==> config.mk <==
export PLATFORM = sky130hd
export DESIGN_NAME = chroni_vram_arbiter_flat
export DESIGN_NICKNAME = d
export VERILOG_FILES = /design/src/rtl/chroni_vram_arbiter_if.sv /design/src/rtl/chroni_vram_arbiter.sv /design/src/flat_wrapper.sv
export SDC_FILE = /design/constraint.sdc
export NUM_CORES = 1
export LEC_CHECK = 0
export BUFFER_PORTS_ARGS = -buffer_cell sky130_fd_sc_hd__buf_2
export CORE_MARGIN = 5
export CORE_UTILIZATION = 27
export CTS_CLUSTER_SIZE = 12
export DETAILED_ROUTE_END_ITERATION = 12
export SLEW_MARGIN = 40
export SYNTH_ARGS = -nofsm -noshare
export SYNTH_HDL_FRONTEND = slang
export SYNTH_SLANG_ARGS = --single-unit
==> constraint.sdc <==
create_clock -name sys_clk -period 2.9 [get_ports sys_clk]
set_clock_uncertainty 0.2 [all_clocks]
set_input_delay 0.29 -clock sys_clk [delete_from_list [all_inputs] [get_ports sys_clk]]
set_output_delay 0.29 -clock sys_clk [all_outputs]
set_load 0.03 [all_outputs]
==> src/rtl/chroni_vram_arbiter_if.sv <==
// ---------------------------------------------------------------------------
// chroni_vram_arbiter_if
// Requester-side bus of the Chroni VRAM port-B arbiter.
//   req[2:0]      request per requester, held with a stable address until gnt
//   addr0..addr2  per-requester read address
//   gnt[2:0]      one-hot, one-cycle grant pulse
//   rd_valid[2:0] one-hot, one-cycle return strobe
//   rd_data       returned byte, meaningful while any rd_valid bit is high
// master = requesters side, slave = arbiter side.
// ---------------------------------------------------------------------------
interface chroni_vram_arbiter_if #(
   parameter int ADDR_W = 17,
   parameter int DATA_W = 8
) ();
   logic [2:0]        req;
   logic [ADDR_W-1:0] addr0;
   logic [ADDR_W-1:0] addr1;
   logic [ADDR_W-1:0] addr2;
   logic [2:0]        gnt;
   logic [2:0]        rd_valid;
   logic [DATA_W-1:0] rd_data;

   modport master (output req, addr0, addr1, addr2,
                   input  gnt, rd_valid, rd_data);
   modport slave  (input  req, addr0, addr1, addr2,
                   output gnt, rd_valid, rd_data);
endinterface

==> src/rtl/chroni_vram_arbiter.sv <==
// ---------------------------------------------------------------------------
// chroni_vram_arbiter
// Shares the fixed-latency VRAM read port B between the line fetch engine (0),
// the attribute/sprite fetch (1) and CPU readback (2). One read is issued per
// cycle; a tag pipeline as deep as the VRAM latency routes each returned byte
// back to its originator, strictly in grant order.
// Requester 0 has fixed priority, 1 and 2 round-robin, and an aging counter on
// 1/2 overrides requester 0 once a request has waited STARVE_LIMIT cycles.
// Ports:
//   sys_clk, reset_n   clock, synchronous active-low reset
//   bus                requester bus (slave side)
//   vram_addr          registered address to VRAM address_b
//   vram_rd_data       VRAM q_b, valid RD_LATENCY cycles after vram_addr
//   starve_override    grant of this cycle came from the aging override
// ---------------------------------------------------------------------------
module chroni_vram_arbiter #(
   parameter int ADDR_W       = 17,
   parameter int DATA_W       = 8,
   parameter int RD_LATENCY   = 3,
   parameter int STARVE_LIMIT = 15
) (
   input  logic                  sys_clk,
   input  logic                  reset_n,
   chroni_vram_arbiter_if.slave  bus,
   output logic [ADDR_W-1:0]     vram_addr,
   input  logic [DATA_W-1:0]     vram_rd_data,
   output logic                  starve_override
);

   typedef enum logic [1:0] {TAG_NONE = 2'd0, TAG_R0 = 2'd1, TAG_R1 = 2'd2, TAG_R2 = 2'd3} tag_t;

   localparam logic [7:0] LIMIT = 8'(STARVE_LIMIT);

   logic [2:0]               gnt_q, gnt_d;
   logic [2:0]               elig;
   logic                     rr_q, rr_d;      // 0: requester 1 next, 1: requester 2 next
   logic [7:0]               age1_q, age1_d;
   logic [7:0]               age2_q, age2_d;
   logic                     ovr_q, ovr_d;
   logic [ADDR_W-1:0]        vram_addr_q, vram_addr_d;
   tag_t [RD_LATENCY-1:0]    tag_q, tag_d;
   logic [2:0]               rd_valid_q, rd_valid_d;
   logic [DATA_W-1:0]        rd_data_q, rd_data_d;
   logic                     ov1, ov2, pick2;

   // ------------------------------------------------------------------------
   // Arbitration
   // ------------------------------------------------------------------------
   always_comb begin
      // last cycle's winner is masked while it sees gnt and deasserts/updates
      elig  = bus.req & ~gnt_q;
      ov1   = elig[1] && (age1_q >= LIMIT);
      ov2   = elig[2] && (age2_q >= LIMIT);
      gnt_d = 3'b000;
      ovr_d = 1'b0;
      pick2 = rr_q;
      if (ov1 || ov2) begin
         ovr_d = 1'b1;
         if (ov1 && ov2) begin
            // older wins; equal ages fall back to the RR pointer
            if (age1_q != age2_q) pick2 = (age2_q > age1_q);
         end else begin
            pick2 = ov2;
         end
         gnt_d = pick2 ? 3'b100 : 3'b010;
      end else if (elig[0]) begin
         gnt_d = 3'b001;
      end else if (elig[1] && elig[2]) begin
         gnt_d = rr_q ? 3'b100 : 3'b010;
      end else if (elig[1]) begin
         gnt_d = 3'b010;
      end else if (elig[2]) begin
         gnt_d = 3'b100;
      end

      // pointer moves to the requester that was not just served
      rr_d = rr_q;
      if (gnt_d[1])      rr_d = 1'b1;
      else if (gnt_d[2]) rr_d = 1'b0;

      age1_d = (!bus.req[1] || gnt_d[1]) ? 8'd0 :
               (age1_q == 8'hFF) ? age1_q : age1_q + 8'd1;
      age2_d = (!bus.req[2] || gnt_d[2]) ? 8'd0 :
               (age2_q == 8'hFF) ? age2_q : age2_q + 8'd1;

      vram_addr_d = vram_addr_q;
      unique case (gnt_d)
         3'b001:  vram_addr_d = bus.addr0;
         3'b010:  vram_addr_d = bus.addr1;
         3'b100:  vram_addr_d = bus.addr2;
         default: vram_addr_d = vram_addr_q;
      endcase
   end

   // ------------------------------------------------------------------------
   // Tag pipeline and return routing
   // ------------------------------------------------------------------------
   always_comb begin
      tag_d = tag_q;
      unique case (gnt_d)
         3'b001:  tag_d[0] = TAG_R0;
         3'b010:  tag_d[0] = TAG_R1;
         3'b100:  tag_d[0] = TAG_R2;
         default: tag_d[0] = TAG_NONE;
      endcase
      for (int k = 1; k < RD_LATENCY; k++) tag_d[k] = tag_q[k-1];

      rd_valid_d = 3'b000;
      unique case (tag_q[RD_LATENCY-1])
         TAG_R0:  rd_valid_d = 3'b001;
         TAG_R1:  rd_valid_d = 3'b010;
         TAG_R2:  rd_valid_d = 3'b100;
         default: rd_valid_d = 3'b000;
      endcase
      rd_data_d = (|rd_valid_d) ? vram_rd_data : rd_data_q;
   end

   always_ff @(posedge sys_clk) begin
      if (!reset_n) begin
         gnt_q       <= 3'b000;
         rr_q        <= 1'b0;
         age1_q      <= 8'd0;
         age2_q      <= 8'd0;
         ovr_q       <= 1'b0;
         vram_addr_q <= '0;
         for (int k = 0; k < RD_LATENCY; k++) tag_q[k] <= TAG_NONE;
         rd_valid_q  <= 3'b000;
         rd_data_q   <= '0;
      end else begin
         gnt_q       <= gnt_d;
         rr_q        <= rr_d;
         age1_q      <= age1_d;
         age2_q      <= age2_d;
         ovr_q       <= ovr_d;
         vram_addr_q <= vram_addr_d;
         tag_q       <= tag_d;
         rd_valid_q  <= rd_valid_d;
         rd_data_q   <= rd_data_d;
      end
   end

   assign bus.gnt         = gnt_q;
   assign bus.rd_valid    = rd_valid_q;
   assign bus.rd_data     = rd_data_q;
   assign vram_addr       = vram_addr_q;
   assign starve_override = ovr_q;

endmodule

==> src/flat_wrapper.sv <==
// flat-port wrapper written by rule: the top's interface ports become plain ports
module chroni_vram_arbiter_flat 
#(
   parameter int ADDR_W       = 17,
   parameter int DATA_W       = 8,
   parameter int RD_LATENCY   = 3,
   parameter int STARVE_LIMIT = 15
)
  (sys_clk, reset_n, vram_addr, vram_rd_data, starve_override, bus_req, bus_addr0, bus_addr1, bus_addr2, bus_gnt, bus_rd_valid, bus_rd_data);
  chroni_vram_arbiter_if #(.ADDR_W(ADDR_W), .DATA_W(DATA_W)) bus_i ();
  input  logic sys_clk;
  input  logic reset_n;
  output logic [ADDR_W-1:0] vram_addr;
  input  logic [DATA_W-1:0] vram_rd_data;
  output logic starve_override;
  input wire logic [$bits(bus_i.req)-1:0] bus_req;
  input wire logic [$bits(bus_i.addr0)-1:0] bus_addr0;
  input wire logic [$bits(bus_i.addr1)-1:0] bus_addr1;
  input wire logic [$bits(bus_i.addr2)-1:0] bus_addr2;
  output wire logic [$bits(bus_i.gnt)-1:0] bus_gnt;
  output wire logic [$bits(bus_i.rd_valid)-1:0] bus_rd_valid;
  output wire logic [$bits(bus_i.rd_data)-1:0] bus_rd_data;
  assign bus_i.req = bus_req;
  assign bus_i.addr0 = bus_addr0;
  assign bus_i.addr1 = bus_addr1;
  assign bus_i.addr2 = bus_addr2;
  assign bus_gnt = bus_i.gnt;
  assign bus_rd_valid = bus_i.rd_valid;
  assign bus_rd_data = bus_i.rd_data;
  chroni_vram_arbiter #(.ADDR_W(ADDR_W), .DATA_W(DATA_W), .RD_LATENCY(RD_LATENCY), .STARVE_LIMIT(STARVE_LIMIT)) u_core (.sys_clk(sys_clk), .reset_n(reset_n), .bus(bus_i), .vram_addr(vram_addr), .vram_rd_data(vram_rd_data), .starve_override(starve_override));
endmodule
* Word level (Yosys, flattened, before mapping)
Index checks and enable logic that the tools add are counted.
** Word-level totals
- Output and inout port bits :: 32
- Input port bits :: 64
- Register bits :: 55
- Word-level logic and storage cells :: 58
** Cells by class
- $add $sub $neg :: 2
- Eq/ne operators :: 9
- Bitwise operators :: 3
- Muxes and demuxes :: 16
- Reductions and logical operators :: 14
- Magnitude comparators :: 3
** Operators by type and width (number)
- one-hot mux 17 bit (3 select lines) :: 1
- two-way mux 3 bit :: 7
- adder 8 x 1 -> 8 bit, second input constant :: 2
- equality test 8 bit, second input constant :: 2
- greater-or-equal comparator 8 x 4 -> 1 bit, second input constant :: 2
- one-hot mux 3 bit (3 select lines) :: 1
- > comparator 8 bit :: 1
- inequality test 8 bit :: 1
- two-way mux 1 bit :: 6
- one-hot mux 2 bit (3 select lines) :: 1
- equality test 2 bit, second input constant :: 2
- logical AND 1 bit :: 4
- OR reduction 2 bit :: 2
- bitwise AND 3 bit :: 1
- equality test 3 x 1 -> 1 bit, second input constant :: 1
- equality test 3 x 2 -> 1 bit, second input constant :: 1
- equality test 3 bit, second input constant :: 1
- logical OR 1 bit :: 3
- inverter 3 bit :: 1
- nonzero test 3 bit :: 1
- OR reduction 3 bit :: 1
- equality test 2 x 1 -> 1 bit, second input constant :: 1
- zero test 1 bit :: 2
- nonzero test 2 bit :: 1
- inverter 1 bit :: 1

* Longest topological paths before layout
- Depth in word-level cells :: 10
- Gate-level depth with buffers :: 9
- Gate-level depth less buffers :: 8

* Worst setup path before layout
No wires, ideal clock.
- Path kind :: flip-flop to flip-flop
- Start point :: register u_core.age2_q[0]
- End point :: register u_core.vram_addr_q[11] (netlist: u_core.vram_addr[11])
- Data arrival time :: 1961 ps
- Clock period less this slack :: 2279 ps
- Cell stages (with the launch flop) :: 10
- Setup time :: 119 ps
- Required time :: 2581 ps
- Setup slack :: 621 ps
- Path buffers :: 1
- Cell sequence :: dfxtp_1 > inv_1 > ha_1 > and3_1 > o21ai_0 > a31oi_1 > o211ai_1 > clkbuf_1 > a21boi_0 > o221a_1
** Between the ends
- Cells in the longest elaborated chain, start to end :: 9
- Elaborated cells between the ends (all ways) :: 16
- Those cells by class :: order compare: 2; eq/ne: 4; mux: 6; reduce/logical: 4
** Ends and longest elaborated chain
- start, declared :: line chroni_vram_arbiter.sv:38 : logic [7:0] age2_q, age2_d;
- start signal, assigned :: line chroni_vram_arbiter.sv:133 : age2_q <= age2_d;
- greater-or-equal comparator 8 x 4 -> 1 bit :: line chroni_vram_arbiter.sv:53 : ov2 = elig[2] && (age2_q >= LIMIT);
- logical AND 1 bit :: line chroni_vram_arbiter.sv:53
- logical AND 1 bit :: line chroni_vram_arbiter.sv:59 : if (ov1 && ov2) begin
- two-way mux 1 bit :: line chroni_vram_arbiter.sv:59
- two-way mux 1 bit :: line chroni_vram_arbiter.sv:57 : if (ov1 || ov2) begin
- two-way mux 3 bit :: line chroni_vram_arbiter.sv:65 : gnt_d = pick2 ? 3'b100 : 3'b010;
- two-way mux 3 bit * :: line chroni_vram_arbiter.sv:57
- equality test 3 bit, or another cell as far along :: line chroni_vram_arbiter.sv:87 : unique case (gnt_d)
- one-hot mux 17 bit (3 select lines) or nonzero test 3 bit (tied branches)
- end signal, assigned :: line chroni_vram_arbiter.sv:135 : vram_addr_q <= vram_addr_d;
- end, declared :: line chroni_vram_arbiter.sv:40 : logic [ADDR_W-1:0] vram_addr_q, vram_addr_d;
Every way passes the cells marked *; elsewhere a longest branch is shown, timed or not. The select of a mux whose other input is x is not followed.
A chain may end at the register's enable or synchronous reset.

* Worst setup path after layout
Same ends and word-level chain as after synthesis.

==> impl_metrics.tcl <==
set metrics [dict create \
    finalWorstSetupSlack_ns 0.415 \
    drc 0 \
    min-delay-start "vram_rd_data[3]" \
    grt_max_degree 21 \
    synthTopCellsByArea "dfxtp_1 (41%), o21ai_0 (5.2%), nand2_1 (5.0%), a21boi_0 (4.7%), ha_1 (4.6%)" \
    initial_utilization_pct 27.7 \
    dr.pass1.iters 4 \
    ctsHtreeMaxLevel 2 \
    dieArea_um2 12100 \
    drt_iter0_drc 100 \
    postSynthCellCount 312 \
    hold_viol 0 \
    worstMarginPinSlew_ns 0.551 \
    r2r_end "u_core.vram_addr[11]" \
    syn-num-nets 386 \
    routed-wl-met3_um 458 \
    syn_area_um2 2690 \
    ys_ff_latch 55 \
    grt_pass1_wl_mm 12.0 \
    clkTransAtPathRegs_ns 0.10 \
    p_sw_mw 0.462 \
    worstSetupPathType "flop to flop" \
    end_kind "flop" \
    hold_ws_ns 0.0374 \
    cts_buffers 5 \
    crit_chain "ha_1 -> nand3_1 -> a21oi_2 -> o211a_1 -> o21ai_0 -> o221a_1" \
    final_util_pct 34.7 \
    post_cts_resize_count 0 \
    ys_warn_count 0 \
    clkLatencyLatePin_ns 0.31 \
    core_area_um2 9730 \
    ctsHoldBuffers 0 \
    layout.cells.most_common "buf_2" \
    crit_buf_inv 0 \
    synthXorXnorAreaFrac_pct 1.30 \
    place_ws_ns 0.413 \
    routed_wirelength_mm 7.69 \
    synthAdderAreaFrac_pct 4.65 \
    synth_top_area_share_pct 40.9 \
    root_buffer "clkbuf_8" \
    max_stage_delay_ns 0.55 \
    maxCapViolations 0 \
    timing.hold.worst.class "primary input to flop" \
    met1Wirelength_mm 3.63 \
    die_h_um 110 \
    area_growth_pct 25.5 \
    io_buffers 95 \
    cp.arrival_ns 2.49 \
    critPathMaxFanout 17 \
    n_antenna_cell 0 \
    async_flop_share_pct 0 \
    r2r_cells 6 \
    peakVddDrop_uv 225 \
    synth_top_area_cell "dfxtp_1" \
    clk_path_buf_depth 2 \
    synth-simple-area-share_pct 19.0 \
    seq_power_share_pct 52.9 \
    antenna_left 0 \
    seq_area_frac_synth_pct 40.9 \
    placed_area_um2 3290 \
    crit_slowest_cell "o211a_1" \
    num_vias 2598 \
    topRoutingLayerUsed "met4" \
    gp_congestion 0.805 \
    swShare_pct 29.8 \
    rsz0062_at_grt "no" \
    antenna_found_initial 0 \
    crit_required_ns 2.91 \
    routed-wl-met2_mm 3.50 \
    synth.mux.area_fraction_pct 0.372 \
    grt_overflow 0 \
    setup-violations-final 0 \
    synth-edff-count 0 \
    cts_setup_buffers 0 \
    yosysUniqueCellTypes 44 \
    syn_avg_cell_area_um2 8.63 \
    internal_power_mw 1.09 \
    wl_per_cell_um 14.3 \
    cts.sinks 55 \
    p_per_area_nw_per_um2 459 \
    final_area_um2 3380 \
    pwr-share-clk_pct 27.0 \
    slew_violations 0 \
    cp-start-kind "flop" \
    holdPathEnd "u_core.bus.rd_data[3]" \
    synth_compound_area_share_pct 29.4 \
    viasPerCell 4.84 \
    synth_top_family_by_area "compound AO/OA/AOI/OAI gates" \
    die_w_um 110 \
    layout_common_cells "buf_2 (95), dfxtp_1 (55), nand2_1 (36)" \
    grtUsageTotal_pct 12.4 \
    pwr-share-comb_pct 20.1 \
    drive_gt1_share_pct 30.7 \
    r2r_start "u_core.age2_q[0]" \
    finalCriticalPeriod_ns 2.49 \
    synth_flop_cell "dfxtp_1" \
    rrSetupSlack_ns 0.41 \
    grt_pass1_vias 2428 \
    io_pins 96 \
    setup_tns_ns 0 \
    dp.final_hpwl_mm 5.86 \
    status "finished clean" \
    fin_crit_sh_pct 85.7 \
    cts_tree "done" \
    critical-path-top-delay-family "compound AO/OA/AOI/OAI gates" \
    slew_headroom_pct 63.1 \
    hold_depth 3 \
    max_freq_mhz 402 \
    rows 36 \
    p_leak_nw 1.44 \
    final_net_count 477 \
]
==> area by class of cell <==
| cell class | instances | area, µm² |
|---|---|---|
| clock buffers | 6 | 72.6 |
| clock inverters | 2 | 12.5 |
| fillers | 1079 | 6350 |
| inverters | 11 | 41.3 |
| multi-input cells | 230 | 1470 |
| flip-flops and latches | 55 | 1100 |
| well taps | 133 | 166 |
| repair buffers | 100 | 513 |
==> worst min-delay path, cell delays in order <==
cell and delay (ns):
buf_2 0.09, o21ai_0 0.06, a21oi_1 0.06
==> per-stage QoR <==
stage,power [mW],std cells
floorplan,1.04,312
global placement,1.15,529
detailed placement,1.15,529
CTS,1.58,537
global route,1.63,537
finish,1.55,537
==> power groups by stage <==
stage | logic [mW] | clock network, mW | registers, mW
global route | 0.342 | 0.466 | 0.825
global placement | 0.309 | 0 | 0.837
floorplan | 0.144 | 0 | 0.897
detailed placement | 0.314 | 0 | 0.838
CTS | 0.315 | 0.440 | 0.821
finish | 0.311 | 0.419 | 0.821
==> metal layers <==
layer,GRT usage (%),vias up
met3,3.11,10
met1,17.1,1219
met2,19.2,62
li1,-,1307
met5,0,-
met4,3.03,0
==> flip-flops by register name (all words and copies together), names as in the netlist <==
name,flops
u_core.age2_q,8
u_core.bus.rd_data,8
u_core.age1_q,8
u_core.bus.gnt,3
u_core.bus.rd_valid,3
u_core.starve_override,1
u_core.rr_q,1
u_core.vram_addr,17
u_core.tag_q,2
u_core.tag_d,4
==> synth_stat cells, drive strengths merged (2+ instances only) <==
cell and count:
a211oi 5, a21boi 17, a21oi 18, a31oi 4, and2 7, and3 8
buf 4, clkbuf 12, dfxtp 55, ha 10, inv 11, nand2 37
nand2b 4, nand3 8, nand4 4, nor2 21, nor3 4, nor4 2
o211ai 2, o21ai 46, o221a 17, or3 2, xnor2 3
==> worst max-delay path by stage <==
stage / slack (ns) / depth (start not counted) / to / from
global placement: 0.50 / 8 / u_core.vram_addr[11] / u_core.age1_q[2]
detailed placement: 0.41 / 6 / u_core.vram_addr[11] / u_core.age2_q[0]
global route: 0.15 / 8 / u_core.vram_addr[11] / u_core.age1_q[2]
CTS: 0.39 / 6 / u_core.vram_addr[0] / u_core.age2_q[0]
floorplan: 0.62 / 9 / u_core.vram_addr[11] / u_core.age2_q[0]
finish: 0.41 / 6 / u_core.vram_addr[11] / u_core.age2_q[0]
==> kinds of logic after synthesis <==
group	count (synthesis)
buffers and inverters	27
adder cells (fa/ha/maj)	10
multiplexers	1
AND/OR/NAND/NOR	101
flip-flops	55
XOR/XNOR	4
AO/OA/AOI/OAI	114
Note: power is estimated with default switching activity, not from simulation.
